<file path="src/rtl/jt900h_ram_arb.sv">
// jt900h_ram_arb
// Two-requester arbiter in front of a single 16-bit RAM port.
// Requester 0 is the CPU, requester 1 is the debug/dump port. One access is
// in flight at a time: IDLE -> ACCESS -> DONE -> IDLE, every step qualified
// by cen. An access that sees no ram_rdy within TOUT cen cycles is aborted
// and reported through err together with ack.
//
// Ports
//   clk       in   1   clock, all state on the rising edge
//   rst_n     in   1   asynchronous active-low reset
//   cen       in   1   clock enable, qualifies every state change
//   req       in   2   access request (bit0 = CPU, bit1 = debug port)
//   addr      in  48   {addr1, addr0} 24-bit byte address per requester
//   we        in   2   per-requester write strobe (1 = write)
//   din       in  32   {din1, din0} 16-bit write data per requester
//   ack       out  2   per-requester completion pulse
//   err       out  2   per-requester timeout flag, valid with ack
//   dout      out 16   read data of the last completed access
//   grant     out  1   index of the current or last owner
//   ram_cs    out  1   RAM access active
//   ram_we    out  1   RAM write
//   ram_addr  out 24   RAM address
//   ram_din   out 16   RAM write data
//   ram_dout  in  16   RAM read data
//   ram_rdy   in   1   RAM access complete

module jt900h_ram_arb #(
    parameter int unsigned TOUT = 15
) (
    input  logic        clk,
    input  logic        rst_n,
    input  logic        cen,
    input  logic [1:0]  req,
    input  logic [47:0] addr,
    input  logic [1:0]  we,
    input  logic [31:0] din,
    output logic [1:0]  ack,
    output logic [1:0]  err,
    output logic [15:0] dout,
    output logic        grant,
    output logic        ram_cs,
    output logic        ram_we,
    output logic [23:0] ram_addr,
    output logic [15:0] ram_din,
    input  logic [15:0] ram_dout,
    input  logic        ram_rdy
);

    typedef enum logic [1:0] {
        IDLE   = 2'd0,
        ACCESS = 2'd1,
        DONE   = 2'd2
    } state_t;

    localparam logic [3:0] TOUT_W = 4'(TOUT);

    state_t      state_q;
    logic [3:0]  timer_q;
    logic        last_q;
    logic        grant_q;
    logic [1:0]  ack_q;
    logic [1:0]  err_q;
    logic [15:0] dout_q;
    logic        ram_cs_q;
    logic        ram_we_q;
    logic [23:0] ram_addr_q;
    logic [15:0] ram_din_q;

    logic        win_d;
    logic [3:0]  timer_d;
    logic        timeout_d;
    logic [1:0]  owner_onehot_d;

    // A lone requester wins outright; on a tie the one not served last wins.
    always_comb begin
        win_d          = req[1] & (~req[0] | ~last_q);
        timer_d        = timer_q + 4'd1;
        timeout_d      = (timer_d == TOUT_W);
        owner_onehot_d = grant_q ? 2'b10 : 2'b01;
    end

    always_ff @(posedge clk or negedge rst_n) begin
        if (!rst_n) begin
            state_q    <= IDLE;
            timer_q    <= '0;
            last_q     <= 1'b1;
            grant_q    <= 1'b0;
            ack_q      <= '0;
            err_q      <= '0;
            dout_q     <= '0;
            ram_cs_q   <= 1'b0;
            ram_we_q   <= 1'b0;
            ram_addr_q <= '0;
            ram_din_q  <= '0;
        end else if (cen) begin
            case (state_q)
                IDLE: begin
                    if (req != 2'b00) begin
                        grant_q    <= win_d;
                        ram_addr_q <= win_d ? addr[47:24] : addr[23:0];
                        ram_din_q  <= win_d ? din[31:16]  : din[15:0];
                        ram_we_q   <= we[win_d];
                        ram_cs_q   <= 1'b1;
                        timer_q    <= '0;
                        state_q    <= ACCESS;
                    end
                end
                ACCESS: begin
                    // ram_rdy is checked first so a response arriving on the
                    // very edge the timer expires still completes cleanly.
                    if (ram_rdy) begin
                        if (!ram_we_q) dout_q <= ram_dout;
                        ram_cs_q <= 1'b0;
                        ram_we_q <= 1'b0;
                        ack_q    <= owner_onehot_d;
                        state_q  <= DONE;
                    end else if (timeout_d) begin
                        timer_q  <= timer_d;
                        dout_q   <= 16'hFFFF;
                        ram_cs_q <= 1'b0;
                        ram_we_q <= 1'b0;
                        ack_q    <= owner_onehot_d;
                        err_q    <= owner_onehot_d;
                        state_q  <= DONE;
                    end else begin
                        timer_q <= timer_d;
                    end
                end
                DONE: begin
                    ack_q   <= '0;
                    err_q   <= '0;
                    last_q  <= grant_q;
                    state_q <= IDLE;
                end
                default: begin
                    state_q  <= IDLE;
                    ram_cs_q <= 1'b0;
                    ram_we_q <= 1'b0;
                    ack_q    <= '0;
                    err_q    <= '0;
                end
            endcase
        end
    end

    assign ack      = ack_q;
    assign err      = err_q;
    assign dout     = dout_q;
    assign grant    = grant_q;
    assign ram_cs   = ram_cs_q;
    assign ram_we   = ram_we_q;
    assign ram_addr = ram_addr_q;
    assign ram_din  = ram_din_q;

endmodule
</file>
<file path="config.mk">
export PLATFORM = sky130hd
export DESIGN_NAME = jt900h_ram_arb
export DESIGN_NICKNAME = d
export VERILOG_FILES = /design/src/rtl/jt900h_ram_arb.sv
export SDC_FILE = /design/constraint.sdc
export NUM_CORES = 1
export LEC_CHECK = 0
export BUFFER_PORTS_ARGS = -buffer_cell sky130_fd_sc_hd__buf_2
export CORE_ASPECT_RATIO = 2
export CORE_MARGIN = 2
export CORE_UTILIZATION = 41
export CTS_CLUSTER_SIZE = 16
export DETAILED_ROUTE_END_ITERATION = 8
export PLACE_DENSITY = 0.73
export SLEW_MARGIN = 20
export SYNTH_ARGS = -nofsm -noshare
export SYNTH_HDL_FRONTEND = slang
export SYNTH_SLANG_ARGS = --single-unit
</file>
<file path="constraint.sdc">
create_clock -name clk -period 1.5 [get_ports clk]
set_input_delay 0.075 -clock clk [delete_from_list [all_inputs] [get_ports clk]]
set_output_delay 0.075 -clock clk [all_outputs]
set_load 0.01 [all_outputs]
</file>
==> results.json, run 1 <==
{
  "p_comb_share_pct": 41.6,
  "p_total_mw": 9.94,
  "p_sw_mw": 3.51,
  "synth_fa_ha_area_share_pct": 0.751,
  "synth-xor-area-share_pct": 0,
  "gp_congestion": 0.886,
  "clkPwrFrac_pct": 24.7,
  "vias_per_cell": 5.13,
  "outcome": "finished with violations",
  "postRouteAntennaNets": 0,
  "worstMarginPinSlew_ps": 456,
  "fin_util_pct": 66.3,
  "die_h_um": 131,
  "slew_headroom_pct": 69.5,
  "fmax_ghz": 0.628,
  "layout-drive-gt1-share_pct": 44.4,
  "setup_viol": 2,
  "final.min_clock_period_ps": 1590,
  "dp.cells": 593,
  "wl_per_cell_um": 16.1,
  "rsz0062_at_grt": "yes",
  "drv_cap": 0,
  "dr_total_vias": 3298,
  "skew_ps": 5.19,
  "netlist_instances": 334,
  "path_max_fanout": 5,
  "p_sw_share_pct": 35.3,
  "area_delta_synth_final_pct": 56.9,
  "vdd_ir_drop_max_uv": 1340,
  "cts_tree": "yes",
  "synth-seq-cells": 70,
  "final.fill_count": 600,
  "p_leak_nw": 2.59,
  "p_seq_share_pct": 33.7,
  "antenna_found_initial": 0,
  "cts_buffer_depth": 2,
  "synth-edff-count": 0,
  "portBuffers": 166,
  "cts.sinks": 70,
  "ys_warn_count": 0,
  "synthesis.nets": 440,
  "fp.coreArea_um2": 7890,
  "numCtsBuffers": 9,
  "finalMaxSlewViolations": 0,
  "critPathLaunchType": "flip-flop",
  "nets": 648,
  "cp.arrival_ps": 1810,
  "cts_root_buffer": "clkbuf_16",
  "syn_avg_cell_area_um2": 9.98,
  "synth_top_family_by_area": "simple AND/OR/NAND/NOR gates",
  "drt_iter0_drc": 159,
  "clk_latency_ps": 330,
  "dieArea_um2": 8910,
  "row_count": 46,
  "path_clk_slew_ps": 60,
  "diodes": 0,
  "num_io_pins": 167,
  "crit_type": "flip-flop to flip-flop",
  "layout_setup_ws_ps": -92.4,
  "layoutNonFillerInstCount": 643,
  "tns_ps": -176,
  "initial_utilization_pct": 42.3,
  "violations": "setup timing",
  "synth.area.mux_share_pct": 13.0,
  "yosys.area_share.simple_pct": 17.3,
  "drc": 0,
  "hold_class": "input pin to flip-flop",
  "fin_crit_sh_pct": 106,
  "synth_compound_area_share_pct": 12.9,
  "synthFlopType": "dfrtp_1",
  "grt_pass1_vias": 3315,
  "grt_pass1_wl_um": 14800,
  "track_usage_pct": 21.9,
  "endpoint_kind": "flip-flop",
  "grt_overflow": 0,
  "cp.required_ps": 1720,
  "syn_area_um2": 3330,
  "first_pass_iters": 4,
  "p_per_area_nw_per_um2": 1900,
  "whs_ps": 36.4,
  "async_flop_share_pct": 100,
  "ys_seq_area_share_pct": 52.6,
  "hpwl_um": 6680,
  "grt_max_degree": 71,
  "htree_levels": 3,
  "wl_um": 10400,
  "hold_viol": 0,
  "power.internal_mw": 6.43,
  "synth_cell_types": 43,
  "die_x_um": 67.7
}
[path summary, 6_finish.rpt]
kind | slack, ps | start | depth (start not counted) | endpoint
min in group asynchronous | 290 | rst_n | 3 | timer_q[2]$_DFFE_PN0P_
hold reg to reg | 490 | dout[10]$_DFFE_PN0P_ | 2 | dout[10]$_DFFE_PN0P_
setup / recovery | -90 | timer_q[1]$_DFFE_PN0P_ | 4 | ack[0]$_DFFE_PN0P_
setup reg to reg | -90 | timer_q[1]$_DFFE_PN0P_ | 4 | ack[0]$_DFFE_PN0P_
hold / removal | 40 | addr[18] | 3 | ram_addr[18]$_DFFE_PN0P_
max in group asynchronous | 880 | rst_n | 3 | dout[1]$_DFFE_PN0P_
[metal layers]
layer / vias up / global-route usage (%) / part of all wire, %
li1: 1578 / - / -
met1: 1559 / 22.6 / 35
met2: 126 / 38.9 / 56
met3: 35 / 3.68 / 4.5
met4: 0 / 13.0 / 4.4
met5: - / 0 / 0
[state kept, by name (all words and copies together), names as in the netlist]
name / flops
ram_cs: 1
ram_din: 16
err: 2
dout: 16
timer_q: 4
ram_addr: 24
grant: 1
last_q: 1
ram_we: 1
ack: 2
state_q: 2
[logic make-up after synthesis]
| family | count (synthesis) |
|---|---|
| AO/OA/AOI/OAI | 70 |
| adder cells (fa/ha/maj) | 2 |
| buffers and inverters | 23 |
| flip-flops | 70 |
| multiplexers | 43 |
| AND/OR/NAND/NOR | 126 |
[cells in the mapped netlist, types with 2 or more instances]
cell type | number | area share (%)
ha_1 | 2 | 0.75
inv_1 | 4 | 0.45
nand3_1 | 19 | 2.9
mux2_1 | 2 | 0.68
nor2_1 | 40 | 4.5
o21ai_0 | 4 | 0.60
a21oi_1 | 43 | 6.5
a211o_1 | 2 | 0.53
nand2_1 | 45 | 5.1
clkbuf_1 | 3 | 0.34
o211ai_1 | 4 | 0.90
nor4b_1 | 2 | 0.53
or3_1 | 2 | 0.38
nor2b_1 | 5 | 0.94
dfrtp_1 | 69 | 52
o21ai_1 | 4 | 0.60
nand4_1 | 2 | 0.38
buf_2 | 14 | 2.1
buf_4 | 2 | 0.45
nand2b_1 | 3 | 0.56
mux2i_1 | 40 | 12
o31ai_1 | 2 | 0.45
[final cells by class]
type	count	area (um2)	area share [%]
Inverter	4	15.0	0.287
Clock buffer	11	243	4.64
Timing Repair Buffer	216	1410	27.0
Clock inverter	5	106	2.03
Sequential cell	70	1760	33.6
Multi-Input combinational cell	241	1570	30.1
Tap cell	96	120	2.30
[critical path: stages, from the launching register on]
cell	delay, ps
dfrtp_2	460
and3b_4	230
o2111a_2	270
or2_1	250
a211o_1	260
[stage by stage]
stage / cell area (um2) / setup WS (ps)
final: 5230 / -92.4
after CTS: 4990 / -52.7
after global routing: 5230 / -113
after floorplan: 3350 / 2.06
after detailed placement: 4390 / -113
after global placement: 4390 / -18.5
[power by group through the flow]
stage / logic [mW] / registers, mW / clock network [mW]
3_5_place_dp: 3.60 / 3.35 / 0
5_1_grt: 4.50 / 3.46 / 2.58
2_1_floorplan: 1.63 / 3.70 / 0
3_3_place_gp: 3.49 / 3.32 / 0
4_1_cts: 3.80 / 3.32 / 2.49
6_report: 4.14 / 3.35 / 2.46
[layout by cell type, fill, tap and decap left out, types with 3 or more instances in the layout]
cell / instances
mux2i_1: 40
o211ai_1: 4
nand2_1: 43
a21oi_1: 42
o21ai_0: 3
buf_2: 166
bufinv_16: 3
inv_1: 3
dlygate4sd3_1: 17
clkbuf_16: 13
o21ai_1: 5
nand3_1: 19
nor2_1: 38
buf_4: 20
buf_12: 5
nor2b_1: 4
dfrtp_2: 3
buf_6: 3
dfrtp_1: 66
[repair_timing]
| action | CTS | global route |
|---|---|---|
| buffers inserted | 5 | 6 |
| pin swaps | 1 | 7 |
| gates resized for setup | 6 | 15 |
| endpoints found under the hold margin | 85 | 0 |
| cloned | 1 | 5 |
| hold buffers | 17 | 0 |
| setup endpoints to repair | 55 | 62 |
No activity file was read; power rests on OpenSTA's default activity.
==> run 2: changes to the inputs <==
Settings changed: TNS_END_PERCENT set to 30.
==> run 2 against run 1 <==
The run still ends with setup timing left. Utilization rose by 0.29 points. Sequential share of layout area is 0.14 points lower. Routed wire length down 1.3%. Via count rose by 0.39%. Maximum frequency fell by 0.42%. Critical endpoint unchanged. Worst hold slack improved by 8.5 ps. Global-route usage increased by 0.90 points. Flip-flop and latch count unchanged. Clock power down 8%. Setup slack got worse by 6.7 ps.
==> results.json, run 2 (synthesis results as in run 1) <==
{
  "outcome": "finished with violations",
  "violations": "setup timing",
  "final.fill_count": 598,
  "drv_cap": 0,
  "seq_area_um2": 1760,
  "antenna_found_initial": 1,
  "crit_path_start": "timer_q[1]$_DFFE_PN0P_",
  "portBuffers": 166,
  "cts_root_buffer": "clkbuf_16",
  "worstMarginPinSlew_ps": 397,
  "layout_commonest_cell": "buf_2",
  "hold_class": "input pin to flip-flop",
  "cts.sinks": 70,
  "clk_latency_ps": 330,
  "htree_levels": 3,
  "endpoint_kind": "flip-flop",
  "numCtsBuffers": 9,
  "first_pass_iters": 4,
  "die_x_um": 67.7,
  "whs_ps": 44.9,
  "skew_ps": 4.61,
  "worstSetupEndpoint": "ack[0]$_DFFE_PN0P_",
  "cp.arrival_ps": 1810,
  "finalMaxSlewViolations": 0,
  "cp.required_ps": 1710,
  "num_io_pins": 167,
  "dr_total_vias": 3311,
  "hold_viol": 0,
  "track_usage_pct": 22.8,
  "path_max_fanout": 6,
  "multi_input_area_um2": 1610,
  "grt_overflow": 0,
  "nets": 647,
  "hpwl_um": 6760,
  "layout_setup_ws_ps": -99.2,
  "hold_start": "din[15]",
  "grt_pass1_wl_um": 15300,
  "initial_utilization_pct": 42.3,
  "grt_max_degree": 71,
  "crit_type": "flip-flop to flip-flop",
  "drt_iter0_drc": 124,
  "layout-drive-gt1-share_pct": 45.8,
  "fmax_ghz": 0.625,
  "wl_per_cell_um": 15.9,
  "rsz0062_at_grt": "yes",
  "fin_util_pct": 66.6,
  "area_delta_synth_final_pct": 57.6,
  "final.min_clock_period_ps": 1600,
  "path_clk_slew_ps": 60,
  "setup_viol": 19,
  "layoutNonFillerInstCount": 643,
  "layout_common_cells": "buf_2, dfrtp_1, nand2_1",
  "rrSetupSlack_ps": -100,
  "cts_buffer_depth": 2,
  "dp.cells": 598,
  "slew_headroom_pct": 73.5,
  "wl_um": 10200,
  "reg2reg_to": "ack[0]$_DFFE_PN0P_",
  "cts_tree": "yes",
  "largest_reg_flops": 24,
  "vdd_ir_drop_max_uv": 985,
  "drc": 0,
  "r2r-start": "timer_q[1]$_DFFE_PN0P_",
  "critPathLaunchType": "flip-flop",
  "postRouteAntennaNets": 0,
  "fp.coreArea_um2": 7890,
  "dieArea_um2": 8910,
  "p_leak_nw": 2.59,
  "vias_per_cell": 5.15,
  "row_count": 46,
  "die_h_um": 131,
  "fin_crit_sh_pct": 107,
  "ff2ff_path_depth": 4,
  "grt_pass1_vias": 3338,
  "p_per_area_nw_per_um2": 1880,
  "gp_congestion": 0.845
}
-- run 2: cell types whose count changed in the layout (fill, tap and decap cells not counted), moves of 2 or more --
| cell | change |
|---|---|
| buf_16 | +2 |
| clkinv_2 | +2 |
| a21oi_2 | +5 |
| a21oi_1 | -5 |
-- run 2: worst max-delay path, cell delays in order, from the launching register on --
cell and delay [ps]:
dfrtp_2 460, and3b_4 200, o2111a_2 290, or2_1 260
a211o_1 270
-- run 2: what timing repair did --
item,4_1_cts,5_1_grt
cloned,3,3
hold endpoints to repair,85,0
pin swaps,2,5
buffers inserted,5,0
endpoints found under the setup margin,56,62
hold buffers,17,0
resized for setup,18,15
-- run 2: report_power, final --
| group | internal, mW | total, mW | switching [mW] |
|---|---|---|---|
| clock | 1.49 | 2.27 | 0.781 |
| sequential | 2.79 | 3.39 | 0.596 |
| combinational | 2.03 | 4.19 | 2.17 |
-- run 2: area by class of cell --
cell class / count / share of cell area [%]
flip-flops and latches: 70 / 33.5
multi-input cells: 241 / 30.6
repair buffers: 215 / 27.1
clock buffers: 10 / 4.55
well taps: 96 / 2.29
clock inverters: 6 / 1.62
inverters: 4 / 0.286
diodes: 1 / 0.0477
-- run 2: worst min-delay path by stage --
stage,end,depth (start not counted)
after global placement,ram_din[11]$_DFFE_PN0P_,2
after global routing,ram_din[6]$_DFFE_PN0P_,3
after floorplan,ack[0]$_DFFE_PN0P_,0
after detailed placement,ram_addr[1]$_DFFE_PN0P_,2
after CTS,ram_din[15]$_DFFE_PN0P_,3
final,ram_din[15]$_DFFE_PN0P_,3
-- run 2: per-stage QoR --
stage / instance area (um2) / setup TNS (ps) / power (mW) / worst slack, ps
finish: 5250 / -825 / 9.86 / -99.2
global route: 5250 / -4120 / 10.4 / -122
CTS: 5120 / -795 / 9.69 / -77.4
detailed placement: 4440 / -1300 / 7.00 / -151
global placement: 4440 / -70.7 / 6.85 / -44.6
floorplan: 3350 / -16.5 / 5.33 / -12.2
-- run 2: layer usage --
metal	vias up	GRT usage (%)	wire [um]
met3	33	4.79	497
li1	1580	-	-
met1	1568	21.5	3420
met2	130	42.1	5910
met5	-	0	0
met4	0	13.2	392
==> run 3: changes to the inputs <==
Settings changed: BUFFER_PORTS_ARGS -buffer_cell sky130_fd_sc_hd__buf_2 to -buffer_cell sky130_fd_sc_hd__clkbuf_2, PLACE_DENSITY 0.73 to not set, PLACE_DENSITY_LB_ADDON set to 0.2.
==> run 3 against run 2 <==
The flow still finishes with violations (setup timing). Maximum frequency decreased by 0.12%. Register-to-register slack about the same. Total power fell by 2.2%. Worst hold slack worse by 7.9 ps. Critical path depth did not move. Flip-flop and latch count unchanged. Non-clock buffer count unchanged. Global-route usage decreased by 0.13 points. Critical endpoint is now ack[1]$_DFFE_PN0P_. Largest cell class unchanged. Highest routed layer unchanged.
==> results.json, run 3 (synthesis results as in run 1) <==
{
  "outcome": "finished with violations",
  "violations": "setup timing",
  "dp.cells": 603,
  "critPathLaunchType": "flip-flop",
  "multi_input_area_um2": 1580,
  "dpl-instance-area_um2": 4490,
  "skew_ps": 4.67,
  "postRouteAntennaNets": 0,
  "worstMarginPinSlew_ps": 426,
  "die_h_um": 131,
  "nets": 647,
  "die_x_um": 67.7,
  "seq_area_um2": 1760,
  "cp.arrival_ps": 1820,
  "grt_max_degree": 57,
  "vdd_ir_drop_max_uv": 1240,
  "cts_buffer_depth": 2,
  "clkPwrFrac_pct": 23.6,
  "p_per_area_nw_per_um2": 1870,
  "htree_levels": 3,
  "area_delta_synth_final_pct": 55.0,
  "power.internal_mw": 6.14,
  "numCtsBuffers": 9,
  "dr_total_vias": 3267,
  "cts.sinks": 70,
  "endpoint_kind": "flip-flop",
  "cts_tree": "yes",
  "final.min_clock_period_ps": 1600,
  "clk_latency_ps": 330,
  "num_io_pins": 167,
  "layout-drive-gt1-share_pct": 44.7,
  "cts_root_buffer": "clkbuf_16",
  "crit_type": "flip-flop to flip-flop",
  "grt_pass1_vias": 3268,
  "layout_commonest_cell": "clkbuf_2",
  "hpwl_um": 7040,
  "p_comb_share_pct": 41.1,
  "layout_common_cells": "clkbuf_2, dfrtp_1, a21oi_1, nand2_1, mux2i_1",
  "maxUsedRoutingLayer": "met4",
  "p_sw_share_pct": 36.3,
  "path_clk_slew_ps": 60,
  "final.fill_count": 634,
  "dieArea_um2": 8910,
  "slew_headroom_pct": 71.6,
  "cp.required_ps": 1720,
  "layoutNonFillerInstCount": 642,
  "p_leak_nw": 2.60,
  "path_max_fanout": 5,
  "portBuffers": 166,
  "drt_iter0_drc": 204,
  "drc": 0,
  "grt_pass1_wl_um": 15100,
  "initial_utilization_pct": 42.3,
  "wl_met2_um": 5630,
  "fin_crit_sh_pct": 107,
  "hold_class": "input pin to flip-flop",
  "diodes": 0,
  "grt_overflow": 0,
  "first_pass_iters": 4,
  "finalMaxSlewViolations": 0,
  "gp_congestion": 0.788,
  "final_cell_area_um2": 5160,
  "drt-met1-wl_um": 3400,
  "layout_setup_ws_ps": -101,
  "track_usage_pct": 22.7,
  "wl_per_cell_um": 15.4,
  "p_sw_mw": 3.51,
  "largest_reg_flops": 24,
  "vias_per_cell": 5.09,
  "p_seq_share_pct": 35.3,
  "tns_ps": -1310,
  "hold_viol": 0,
  "row_count": 46,
  "fmax_ghz": 0.625,
  "rsz0062_at_grt": "yes",
  "fp.coreArea_um2": 7890,
  "setup_viol": 18,
  "met3_length_um": 534,
  "drv_cap": 0,
  "p_total_mw": 9.64,
  "antenna_found_initial": 0,
  "fin_util_pct": 65.5,
  "wl_um": 9870
}
-- run 3: routing by layer --
metal / vias to the layer above / GRT usage [%]
li1: 1577 / -
met1: 1533 / 21.9
met2: 133 / 41.3
met3: 24 / 6.68
met4: 0 / 10.7
met5: - / 0
-- run 3: critical path, cell delays in order, from the launching register on --
cell and delay, ps:
dfrtp_2 460, and3b_4 230, o2111a_2 270, or2_1 260, a211o_1 260
-- run 3: final cells by class --
class	instances	area share (%)
clock buffers	9	4.36
repair buffers	215	26.5
flip-flops and latches	70	34.0
well taps	96	2.33
inverters	4	0.291
multi-input cells	241	30.6
clock inverters	7	1.89
-- run 3: through the flow --
stage	hold WS [ps]	worst slack [ps]
3_3_place_gp	-2.92	-26.1
3_5_place_dp	-0.923	-93.9
5_1_grt	28.6	-143
6_report	36.9	-101
4_1_cts	21.9	-46.7
2_1_floorplan	-221	-12.2
-- run 3: path summary, 6_finish.rpt --
check / from / endpoint / slack [ps] / cells past startpoint
worst min-delay path: addr[7] / ram_addr[7]$_DFFE_PN0P_ / 40 / 3
max in group asynchronous: rst_n / last_q$_DFFE_PN1P_ / 770 / 3
worst max-delay path: timer_q[1]$_DFFE_PN0P_ / ack[1]$_DFFE_PN0P_ / -100 / 4
worst max register to register: timer_q[1]$_DFFE_PN0P_ / ack[1]$_DFFE_PN0P_ / -100 / 4
worst min register to register: dout[7]$_DFFE_PN0P_ / dout[7]$_DFFE_PN0P_ / 490 / 2
min in group asynchronous: rst_n / ram_addr[20]$_DFFE_PN0P_ / 170 / 2
-- run 3: power groups by stage --
| stage | combinational, mW | clock (mW) | sequential, mW |
|---|---|---|---|
| after global placement | 3.60 | 0 | 3.33 |
| after floorplan | 1.63 | 0 | 3.70 |
| after global routing | 4.36 | 2.42 | 3.53 |
| after CTS | 3.79 | 2.34 | 3.38 |
| after detailed placement | 3.69 | 0 | 3.39 |
| final | 3.96 | 2.28 | 3.40 |
-- run 3: timing repair --
| action | in CTS | in global routing |
|---|---|---|
| cloned | 0 | 2 |
| hold buffers | 17 | 0 |
| pin swaps | 2 | 5 |
| hold endpoints to repair | 85 | 0 |
| endpoints found under the setup margin | 34 | 65 |
| setup buffers | 0 | 4 |
| gates resized for setup | 12 | 13 |
